--- src/rtl/agc_timer_pkg.sv ---
// agc_timer_pkg: shared timer-group constants for the scaler chain.
//   SCALER_STAGES_DEFAULT  default chain length (FS02..FS18)
//   FSnn_IDX               bit index of stage FSnn within the FS/FA/FB vectors
//   stage_period(k)        period of stage k in advancing FS01_ clocks
package agc_timer_pkg;
    localparam int SCALER_STAGES_DEFAULT = 17;
    localparam int FS02_IDX = 0;
    localparam int FS03_IDX = 1;
    localparam int FS04_IDX = 2;
    localparam int FS05_IDX = 3;
    localparam int FS06_IDX = 4;
    localparam int FS07_IDX = 5;
    localparam int FS08_IDX = 6;
    localparam int FS09_IDX = 7;
    localparam int FS10_IDX = 8;
    localparam int FS11_IDX = 9;
    localparam int FS12_IDX = 10;
    localparam int FS13_IDX = 11;
    localparam int FS14_IDX = 12;
    localparam int FS15_IDX = 13;
    localparam int FS16_IDX = 14;
    localparam int FS17_IDX = 15;
    localparam int FS18_IDX = 16;
    function automatic longint unsigned stage_period(input int k);
        return longint'(1) << (k + 1);
    endfunction
endpackage

--- src/rtl/scaler_edge_det.sv ---
// scaler_edge_det: FA/FB phase-pulse pair for one scaler stage.
//   cur  stage bit before the edge      fa  rising-edge pulse (next value)
//   nxt  stage bit after the edge       fb  falling-edge pulse (next value)
//   adv  chain advances on this edge
module scaler_edge_det (
    input  logic cur,
    input  logic nxt,
    input  logic adv,
    output logic fa,
    output logic fb
);
    assign fa = adv & ~cur & nxt;
    assign fb = adv & cur & ~nxt;
endmodule

--- src/rtl/agc_scaler_chain.sv ---
// agc_scaler_chain: STAGES-deep binary scaler clocked by FS01_ with phase pulses, wrap and tick.
//   FS01_     clock              rst       sync active-low reset
//   en        advance enable     load      preload strobe, load_val its value
//   tap_sel   stage index for tick
//   FS        stage square waves FA/FB     registered rising/falling pulses per stage
//   wrap      all-ones rollover  tick      FA of the selected stage
module agc_scaler_chain
    import agc_timer_pkg::*;
#(
    parameter int STAGES = SCALER_STAGES_DEFAULT,
    parameter int SELW   = 5
) (
    input  logic              FS01_,
    input  logic              rst,
    input  logic              en,
    input  logic              load,
    input  logic [STAGES-1:0] load_val,
    input  logic [SELW-1:0]   tap_sel,
    output logic [STAGES-1:0] FS,
    output logic [STAGES-1:0] FA,
    output logic [STAGES-1:0] FB,
    output logic              wrap,
    output logic              tick
);
    logic [STAGES-1:0] cnt, nxt, fa_n, fb_n, sel;
    logic              adv;
    assign adv = en & ~load;
    assign nxt = cnt + 1'b1;
    assign FS  = cnt;
    genvar k;
    generate
        for (k = 0; k < STAGES; k++) begin : g_stage
            scaler_edge_det u_det (
                .cur(cnt[k]),
                .nxt(nxt[k]),
                .adv(adv),
                .fa (fa_n[k]),
                .fb (fb_n[k])
            );
            // one-hot decode keeps out-of-range tap_sel values silent
            assign sel[k] = tap_sel == SELW'(k);
        end
    endgenerate
    always_ff @(posedge FS01_) begin
        if (!rst) begin
            cnt  <= '0;
            FA   <= '0;
            FB   <= '0;
            wrap <= 1'b0;
            tick <= 1'b0;
        end else begin
            cnt  <= load ? load_val : adv ? nxt : cnt;
            FA   <= fa_n;
            FB   <= fb_n;
            wrap <= adv & (&cnt);
            tick <= |(fa_n & sel);
        end
    end
endmodule

--- config.mk ---
export PLATFORM = sky130hd
export DESIGN_NAME = agc_scaler_chain
export DESIGN_NICKNAME = d
export VERILOG_FILES = /design/src/rtl/agc_timer_pkg.sv /design/src/rtl/scaler_edge_det.sv /design/src/rtl/agc_scaler_chain.sv
export SDC_FILE = /design/constraint.sdc
export NUM_CORES = 1
export LEC_CHECK = 0
export CAP_MARGIN = 20
export CORE_MARGIN = 1.5
export CORE_UTILIZATION = 45
export DETAILED_ROUTE_END_ITERATION = 7
export PLACE_DENSITY_LB_ADDON = 0.3
export SETUP_SLACK_MARGIN = 0.15
export SKIP_LAST_GASP = 1
export SLEW_MARGIN = 40
export SYNTH_ARGS = -nofsm -noshare
export SYNTH_HDL_FRONTEND = slang
export SYNTH_SLANG_ARGS = --single-unit
--- constraint.sdc ---
create_clock -name FS01_ -period 2.95 [get_ports FS01_]
set_input_delay 0.59 -clock FS01_ [delete_from_list [all_inputs] [get_ports FS01_]]
set_output_delay 0.59 -clock FS01_ [all_outputs]
set_load 0.05 [all_outputs]
# ---- Word-level counts from Yosys, hierarchy flattened
# Index checks and enable logic that the tools add are counted.
# Widths: inputs -> output; s select.
dict set report word_totals {
  wordCells 134
  out_inout_bits 53
  ff_bits 53
}
dict set report op_classes {
  bitwise_logic 106
  n_reduce_logical 4
  muxes 2
  n_addsub 1
  n_eq_ne 16
}
# operator count
set op_table {}
lappend op_table {{$and 1x1->1} 70}
lappend op_table {{$eq 5x4->1 const B} 8}
lappend op_table {{$not 1->1} 35}
lappend op_table {{$mux 17} 2}
lappend op_table {{$eq 5x3->1 const B} 4}
lappend op_table {{$add 17x1->17 const B} 1}
lappend op_table {{$and 17x17->17} 1}
lappend op_table {{$reduce_and 17->1} 1}
lappend op_table {{$reduce_or 17->1} 1}
lappend op_table {{$eq 5x2->1 const B} 2}
lappend op_table {{$eq 5x1->1 const B} 1}
lappend op_table {{$eq 5x5->1 const B} 1}
lappend op_table {{$logic_not 5->1} 1}
lappend op_table {{$reduce_bool 2->1} 1}

# ---- Longest topological paths before layout
# Gate-level depths: netlist of run 1.
dict set report depth {
  word_depth 6
  depth_mapped 10
  ltp_nobuf 10
}

# ---- By module
# From an unflattened synthesis of run 1, not the netlist that was laid out.
dict set report hier_totals {
  cells_unflattened 273
  hier_area_um2 2565.0
}
# module area_each_um2 cells_each n_inst seq_area_each_um2
set modules_own_cells {}
lappend modules_own_cells {agc_scaler_chain 2267.2 239 1 1061.0}
lappend modules_own_cells {scaler_edge_det 17.5 2 17 0.0}

# ---- Least setup slack after synthesis of run 1
# Ideal clock, no wire load.
dict set report synth_timing {
  path_kind {register to register}
  startpoint {register cnt[0] (netlist: FS[0])}
  endpoint {register tick}
  t_required_ns 2.823
  setup_time_ns 0.127
  synth_period_minus_slack_ns 2.447
  arrival_ns 2.320
  path_stages_with_launch 10
  path_slack_ns 0.503
  path_buffers 0
  path_cell_list {dfxtp_1 ha_1 nand4_1 nor4_4 nand2_1 nor3_1 ha_1 nand4b_1 a21oi_1 o41a_2}
}
dict set report synth_between {
  elab_chain_len 5
  word_cells_on_any_way 22
  classes_between {1 x add/sub; 20 x bitwise; 1 x reduce/logical}
}
# item line_no
set synth_rtl {}
lappend synth_rtl {{start, declared} agc_scaler_chain.sv:25} ;# logic [STAGES-1:0] cnt, nxt, fa_n, fb_n, sel;
lappend synth_rtl {{start signal, assigned} agc_scaler_chain.sv:52} ;# cnt <= load ? load_val : adv ? nxt : cnt;
lappend synth_rtl {{branches (longest 3 deep; another with $add 17x1->17)} n/a}
lappend synth_rtl {{$and 17x17->17 (*)} agc_scaler_chain.sv:56} ;# tick <= |(fa_n & sel);
lappend synth_rtl {{$reduce_or 17->1 (*)} agc_scaler_chain.sv:56}
lappend synth_rtl {{end signal, assigned} agc_scaler_chain.sv:56}
lappend synth_rtl {{end, declared} agc_scaler_chain.sv:23} ;# output logic tick
# Every way passes the cells marked *.
# A chain may end at the register's enable or synchronous reset.

# ---- Worst setup path in the final report of run 1
dict set report layout_timing {
  startpoint {register cnt[1] (netlist: FS[1])}
  endpoint {register tick}
}
# Same word-level chain as after synthesis.

==> results of run 1 <==
-- metrics by stage --
step                      utilization  area (um2)  worst slack [ns]  total power [W]  cells
after floorplan                     -        2360             0.503         0.000919    274
after global placement          0.622        3160             0.411          0.00100    407
after detailed placement        0.622        3160             0.283          0.00100    407
after CTS                       0.638        3240             0.250          0.00140    415
after global routing            0.638        3240             0.178          0.00144    415
final                           0.638        3240             0.376          0.00139    415
-- layer usage --
metal | vias up | routed length (um)
li1 | 1073 | -
met1 | 1039 | 2960
met2 | 89 | 3090
met3 | 8 | 394
met4 | 0 | 85
met5 | - | 0
-- worst min path at each step --
stage               depth (start not counted)      to  slack (ns)
floorplan                                   1   FA[5]        0.45
global placement                            1   FA[5]        0.52
detailed placement                          1  FA[16]        0.52
CTS                                         2  FB[15]        0.54
global route                                1  FA[16]        0.56
finish                                      1   FA[1]        0.51
-- kinds of logic (layout without fill, tap and decap cells) --
group | after synthesis | after routing
multiplexers | 6 | 6
AND/OR/NAND/NOR | 132 | 132
AO/OA/AOI/OAI | 27 | 27
flip-flops | 53 | 53
XOR/XNOR | 13 | 13
adder cells (fa/ha/maj) | 2 | 2
buffers and inverters | 41 | 112
-- layout make-up --
| cell class | instances | area [um2] |
|---|---|---|
| fill | 476 | 1840 |
| multi-input combinational | 180 | 1070 |
| sequential | 53 | 1060 |
| timing repair buffer | 93 | 893 |
| tap | 70 | 87.6 |
| clock buffer | 6 | 72.6 |
| inverter | 11 | 41.3 |
| clock inverter | 2 | 10.0 |
-- registers in the layout, indices dropped and copies added, names as in the netlist --
signal / count
FA: 17
FB: 17
FS: 17
tick: 1
wrap: 1
-- cell usage in the layout, fill, tap and decap left out, types with 5 or more instances in the layout --
cell	netlist	layout
a21oi_1	10	10
buf_4	18	15
clkbuf_8	0	5
clkdlybuf4s50_1	0	78
dfxtp_1	53	52
inv_1	10	10
mux2i_1	6	6
nand2_1	20	20
nand3_1	9	9
nand4_1	10	10
nor2_1	37	37
nor3_1	21	21
nor3b_1	6	6
nor4_1	8	8
xnor2_1	6	6
xor2_1	7	7
-- worst max-delay path, delay by kind of cell (launching register included) --
family,cells,cell delay [ns]
flip-flops,1,0.41
adder cells (fa/ha/maj),2,0.57
AND/OR/NAND/NOR,5,0.94
AO/OA/AOI/OAI,2,0.53
-- where the power goes --
| part | internal (W) | leakage (nW) | switching [W] |
|---|---|---|---|
| clock network | 0.000165 | 0.0450 | 0.000232 |
| registers | 0.000731 | 0.431 | 0.0000236 |
| logic | 0.0000972 | 0.717 | 0.000137 |
==> out/qor.csv, run 1 <==
stage;metric;value;unit
finish;P&R area growth vs syn;37.3;%
clock_network;TritonCTS Buffers;5;
pwr;Leakage;1.19;nW
detailed_routing;drt pass-1 iters;4;
global_route;GRT overflow;0;
synthesis;fraction of synthesized area in multiplexers;0.0255;
sta;# setup viols final;0;
clock_network;Reg clk slew, reported paths;0.09;ns
synthesis;post-synthesis adder-cell area fraction;0.0106;
detailed_routing;Routed wire per std cell;15.7;um
place;Placer Congestion;0.845;
sta;Slew HR;0.660;
die;Starting Density;0.465;
clock_network;CTS Buffer Depth;2;
sta;FMAX;388;MHz
setup_path;CP Capture Point;tick;
clock_network;CTS tree;yes;
die;# IOs;79;
sta;final-report hold violation count;0;
setup_path;Critical Path End Type;flip-flop;
clock_network;post_cts resized;0;
global_route;gr usage total;0.243;
clock_network;CTS Hold Bufs;0;
finish;Layout Nets;372;
synthesis;Post-synth EDFFs;0;
detailed_routing;initial drt markers;173;
detailed_routing;vias;2209;
synthesis;ys async rst share;0;
global_route;met3 GRT Util;0.0489;
synthesis;area leader, netlist;dfxtp_1;
place;HPWL Detailed;4.92;mm
setup_path;crit-path cells;ha_1, nand4_1, nor4_4, nand2_1, nor3_1, ha_1, nand4b_1, a21oi_1, o41a_2;
global_route;largest net degree at the start of global routing;17;
die;core footprint;5070;um2
clock_network;clock sink count;53;
synthesis;count leader, synth;dfxtp_1;
sta;TNS Setup;0;ns
sta;RSZ-0062 raised after global routing;false;
synthesis;Syn Inst Count;274;
synthesis;Simple-Gate Fraction of Synth Area;0.294;
setup_path;Reg2Reg Setup Slack;0.38;ns
sta;Layout Skew;0.00924;ns
sta;Tightest Pin Transition;0.509;ns
global_route;met1 usage in global routing;0.341;
clock_network;htree depth;2;
setup_path;Worst Setup SP;FS[1];
setup_path;crit path DAT;2.76;ns
synthesis;number of synthesized register bits;53;
die;site row count;26;
global_route;M2 GR Usage;0.387;
setup_path;CP most frequent cell;ha_1;
setup_path;type of origin of the critical path;flip-flop;
global_route;number of global-route vias before repair;2051;
job;max cap viols;0;
setup_path;RR Startpoint;FS[1];
global_route;initial antenna violation count;0;
synthesis;XOR/XNOR Fraction of Synth Area;0.0483;
finish;n_diodes;0;
synthesis;largest family of logic cells by synthesized area;simple AND/OR/NAND/NOR gates;
clock_network;root buf cell;clkbuf_8;
detailed_routing;DRT antenna net count;0;
sta;Final Cycle Share;0.873;
global_route;first-pass GRT wire length;10.3;mm
synthesis;Post-synth top cells;dfxtp_1 (53), nor2_1 (37), nor3_1 (21);
finish;fraction of layout cells with a size suffix above 1;0.0812;
pwr;PD cells;428;nW/um2
detailed_routing;routed vias/inst;5.32;
place;IO buf count;78;
setup_path;Critical Path RT;3.14;ns
sta;Final Slew Violations;0;
global_route;gr busiest metal;met2;
synthesis;sequential fraction of the synthesis area;0.450;
synthesis;Synth Cell Area;2360;um2
detailed_routing;Remaining DRCs;0;
synthesis;Synth Area in Compound Gates;0.0764;
die;die area;5680;um2
synthesis;Synth top area share;0.450;
synthesis;Synth Net Count;302;
synthesis;Synth Warn #;0;
die;Die X;75.4;um
clock_network;postcts setup bufs;0;
setup_path;slowest cell on the critical path;o41a_2;
clock_network;clk_lat worst skew;0.30;ns
setup_path;Max FO, Critical Path;9;
die;die height;75.4;um
sta;post-layout min period;2.57;ns
setup_path;critical path type;reg -> reg;
synthesis;Main synth FF type;dfxtp_1;
worst_hold_path;worst hold path class;reg -> reg;
setup_path;reg2reg path depth;9;
setup_path;Worst R2R End;tick;
synthesis;Netlist cell types;44;
outcome;status;finished clean;
setup_path;max incr delay on CP;0.47;ns
sta;hold_ws;0.514;ns
synthesis;Syn Area/Cell;8.61;um2
pwr;peak supply drop;0.243;mV
detailed_routing;total wire length;6.53;mm
worst_hold_path;hold wc startpoint;FS[1];
synthesis;leading post-synthesis cells by cell area;dfxtp_1 (45%), nor2_1 (5.9%), buf_4 (5.7%);
(Power assumes the default switching activity.)
==> run 2: changes to the inputs <==
--- a/config.mk
+++ b/config.mk
@@ -8,6 +8,7 @@
 export CAP_MARGIN = 20
 export CORE_MARGIN = 1.5
 export CORE_UTILIZATION = 45
+export CTS_CLUSTER_DIAMETER = 150
 export DETAILED_ROUTE_END_ITERATION = 7
 export PLACE_DENSITY_LB_ADDON = 0.3
 export SETUP_SLACK_MARGIN = 0.15
==> results of run 2 <==
The final DEF is identical to that of run 1; final timing and power are the same.
==> run 3: changes to the inputs <==
--- a/config.mk
+++ b/config.mk
@@ -7,7 +7,7 @@
 export LEC_CHECK = 0
 export CAP_MARGIN = 20
 export CORE_MARGIN = 1.5
-export CORE_UTILIZATION = 45
+export CORE_UTILIZATION = 40
 export CTS_CLUSTER_DIAMETER = 150
 export DETAILED_ROUTE_END_ITERATION = 7
 export PLACE_DENSITY_LB_ADDON = 0.3
==> out/qor.csv, run 3 (synthesis results as in run 1) <==
stage;metric;value;unit;change
setup_path;CP most frequent cell;nand2_1;;
pwr;peak supply drop;0.202;mV;-17%
finish;final instance area;3240;um2;+0.15%
global_route;number of global-route vias before repair;2019;;-1.6%
finish;n_diodes;0;;unchanged
finish;Layout Nets;370;;-0.54%
place;Placer Congestion;0.965;;+14%
detailed_routing;total wire length;6.43;mm;-1.5%
worst_hold_path;depth of the worst hold-timing path;1;;unchanged
clock_network;post_cts resized;0;;unchanged
setup_path;Max FO, Critical Path;7;;-2
setup_path;RR Startpoint;FS[6];;
finish;most frequent cells in the layout;clkdlybuf4s50_1 (78), dfxtp_1 (53), nor2_1 (37);;
worst_hold_path;worst hold path class;reg -> reg;;
detailed_routing;Remaining DRCs;0;;unchanged
detailed_routing;initial drt markers;230;;+33%
sta;Layout Skew;0.00435;ns;-0.00489 ns
finish;P&R area growth vs syn;37.6;%;
global_route;gr usage total;0.210;;-0.0331
pwr;PD cells;443;nW/um2;+3.5%
pwr;Leakage;1.19;nW;about the same
die;die area;6370;um2;+12%
place;DP Area;3140;um2;-0.40%
detailed_routing;drt pass-1 iters;4;;unchanged
sta;Slew HR;0.656;;-0.00379
sta;# setup viols final;0;;unchanged
sta;Final Cycle Share;0.842;;-0.0311
finish;fraction of layout cells with a size suffix above 1;0.0758;;-0.00536
sta;final-report hold violation count;0;;unchanged
clock_network;CTS Hold Bufs;0;;unchanged
clock_network;CTS Buffer Depth;2;;unchanged
setup_path;slowest cell on the critical path;dfxtp_1;;
sta;TNS Setup;0;ns;unchanged
global_route;GRT overflow;0;;unchanged
clock_network;CTS tree;yes;;
setup_path;crit-path cells;nand2_1, nor4_4, nand2_1, nor3_1, ha_1, nand4b_1, a21oi_1, o41a_2;;
place;IO buf count;78;;unchanged
die;Starting Density;0.421;;-0.0442
setup_path;delay-heaviest family, CP;simple AND/OR/NAND/NOR gates;;
clock_network;root buf cell;clkbuf_8;;
detailed_routing;Routed wire per std cell;15.5;um;-1.5%
pwr;final total power;0.00144;W;+3.7%
clock_network;clk_lat worst skew;0.31;ns;about the same
clock_network;htree depth;2;;unchanged
clock_network;postcts setup bufs;0;;unchanged
detailed_routing;routed vias/inst;5.42;;+1.8%
sta;FMAX;403;MHz;+3.7%
place;HPWL Detailed;4.70;mm;-4.4%
die;site row count;27;;+3.8%
clock_network;Reg clk slew, reported paths;0.09;ns;about the same
worst_hold_path;hold wc startpoint;FS[16];;
detailed_routing;DRT antenna net count;0;;unchanged
sta;Final Slew Violations;0;;unchanged
setup_path;crit path DAT;2.69;ns;-0.07 ns
sta;RSZ-0062 raised after global routing;false;;
sta;Tightest Pin Transition;0.514;ns;+0.00566 ns
finish;commonest non-fill, non-tap cell in the layout;clkdlybuf4s50_1;;
setup_path;critical path type;reg -> reg;;
worst_hold_path;worst-case hold path end point;FA[16];;
job;max cap viols;0;;unchanged
sta;post-layout min period;2.48;ns;-0.0916 ns
global_route;initial antenna violation count;0;;unchanged
clock_network;clock sink count;53;;unchanged
detailed_routing;vias;2248;;+1.8%
clock_network;TritonCTS Buffers;5;;unchanged
setup_path;reg2reg path depth;8;;-1
setup_path;Critical Path End Type;flip-flop;;
die;Die X;79.8;um;+5.8%
die;# IOs;79;;unchanged
setup_path;Worst R2R End;tick;;
setup_path;Reg2Reg Setup Slack;0.47;ns;+0.09 ns
setup_path;worst path bufs/invs;0;;unchanged
global_route;first-pass GRT wire length;10.0;mm;-3.0%
global_route;largest net degree at the start of global routing;17;;unchanged
outcome;status;finished clean;;
setup_path;Critical Path RT;3.16;ns;+0.02 ns
die;core footprint;5610;um2;+11%
setup_path;type of origin of the critical path;flip-flop;;
die;die height;79.8;um;+5.8%
setup_path;max incr delay on CP;0.50;ns;+0.03 ns
==> run 3: changes by cell type in the layout (fill, tap and decap cells not counted) <==
cell / before / now
clkbuf_8: 5 / 7
clkbuf_1: 1 / 0
dfxtp_2: 1 / 0
buf_4: 15 / 13
clkinv_2: 2 / 1
dfxtp_1: 52 / 53
==> run 3: worst max path at each step <==
| stage | slack (ns) | endpoint | depth (start not counted) | startpoint |
|---|---|---|---|---|
| floorplan | 0.50 | tick | 9 | FS[0] |
| global placement | 0.42 | tick | 5 | tap_sel[1] |
| detailed placement | 0.37 | tick | 5 | tap_sel[1] |
| CTS | 0.50 | tick | 8 | FS[6] |
| global route | 0.34 | tick | 8 | FS[6] |
| finish | 0.47 | tick | 8 | FS[6] |
==> run 3: report_power, final <==
group | leakage, nW | internal (W) | switching, W | total (W)
registers | 0.431 | 0.000731 | 0.0000252 | 0.000756
logic | 0.707 | 0.0000956 | 0.000136 | 0.000232
clock network | 0.0542 | 0.000212 | 0.000237 | 0.000450
==> run 3: routing by layer <==
metal / vias to the layer above / GRT usage / share of wire
li1: 1077 / - / -
met1: 1044 / 0.267 / 0.42
met2: 118 / 0.339 / 0.47
met3: 9 / 0.0503 / 0.085
met4: 0 / 0.0914 / 0.020
met5: - / 0 / 0
==> run 3: layout make-up <==
class                           instances  area (um2)
Clock buffer                            7        96.3
Clock inverter                          1        5.00
Fill cell                             531        2360
Inverter                               11        41.3
Multi-Input combinational cell        180        1070
Sequential cell                        53        1060
Tap cell                               72        90.1
Timing Repair Buffer                   91         878
==> run 3: stage by stage <==
step,setup slack [ns],std cells,hold WS [ns],util
2_1_floorplan,0.503,274,0.449,-
3_3_place_gp,0.423,407,0.483,0.560
3_5_place_dp,0.368,407,0.500,0.560
4_1_cts,0.495,415,0.522,0.579
5_1_grt,0.338,415,0.535,0.579
6_report,0.467,415,0.526,0.579
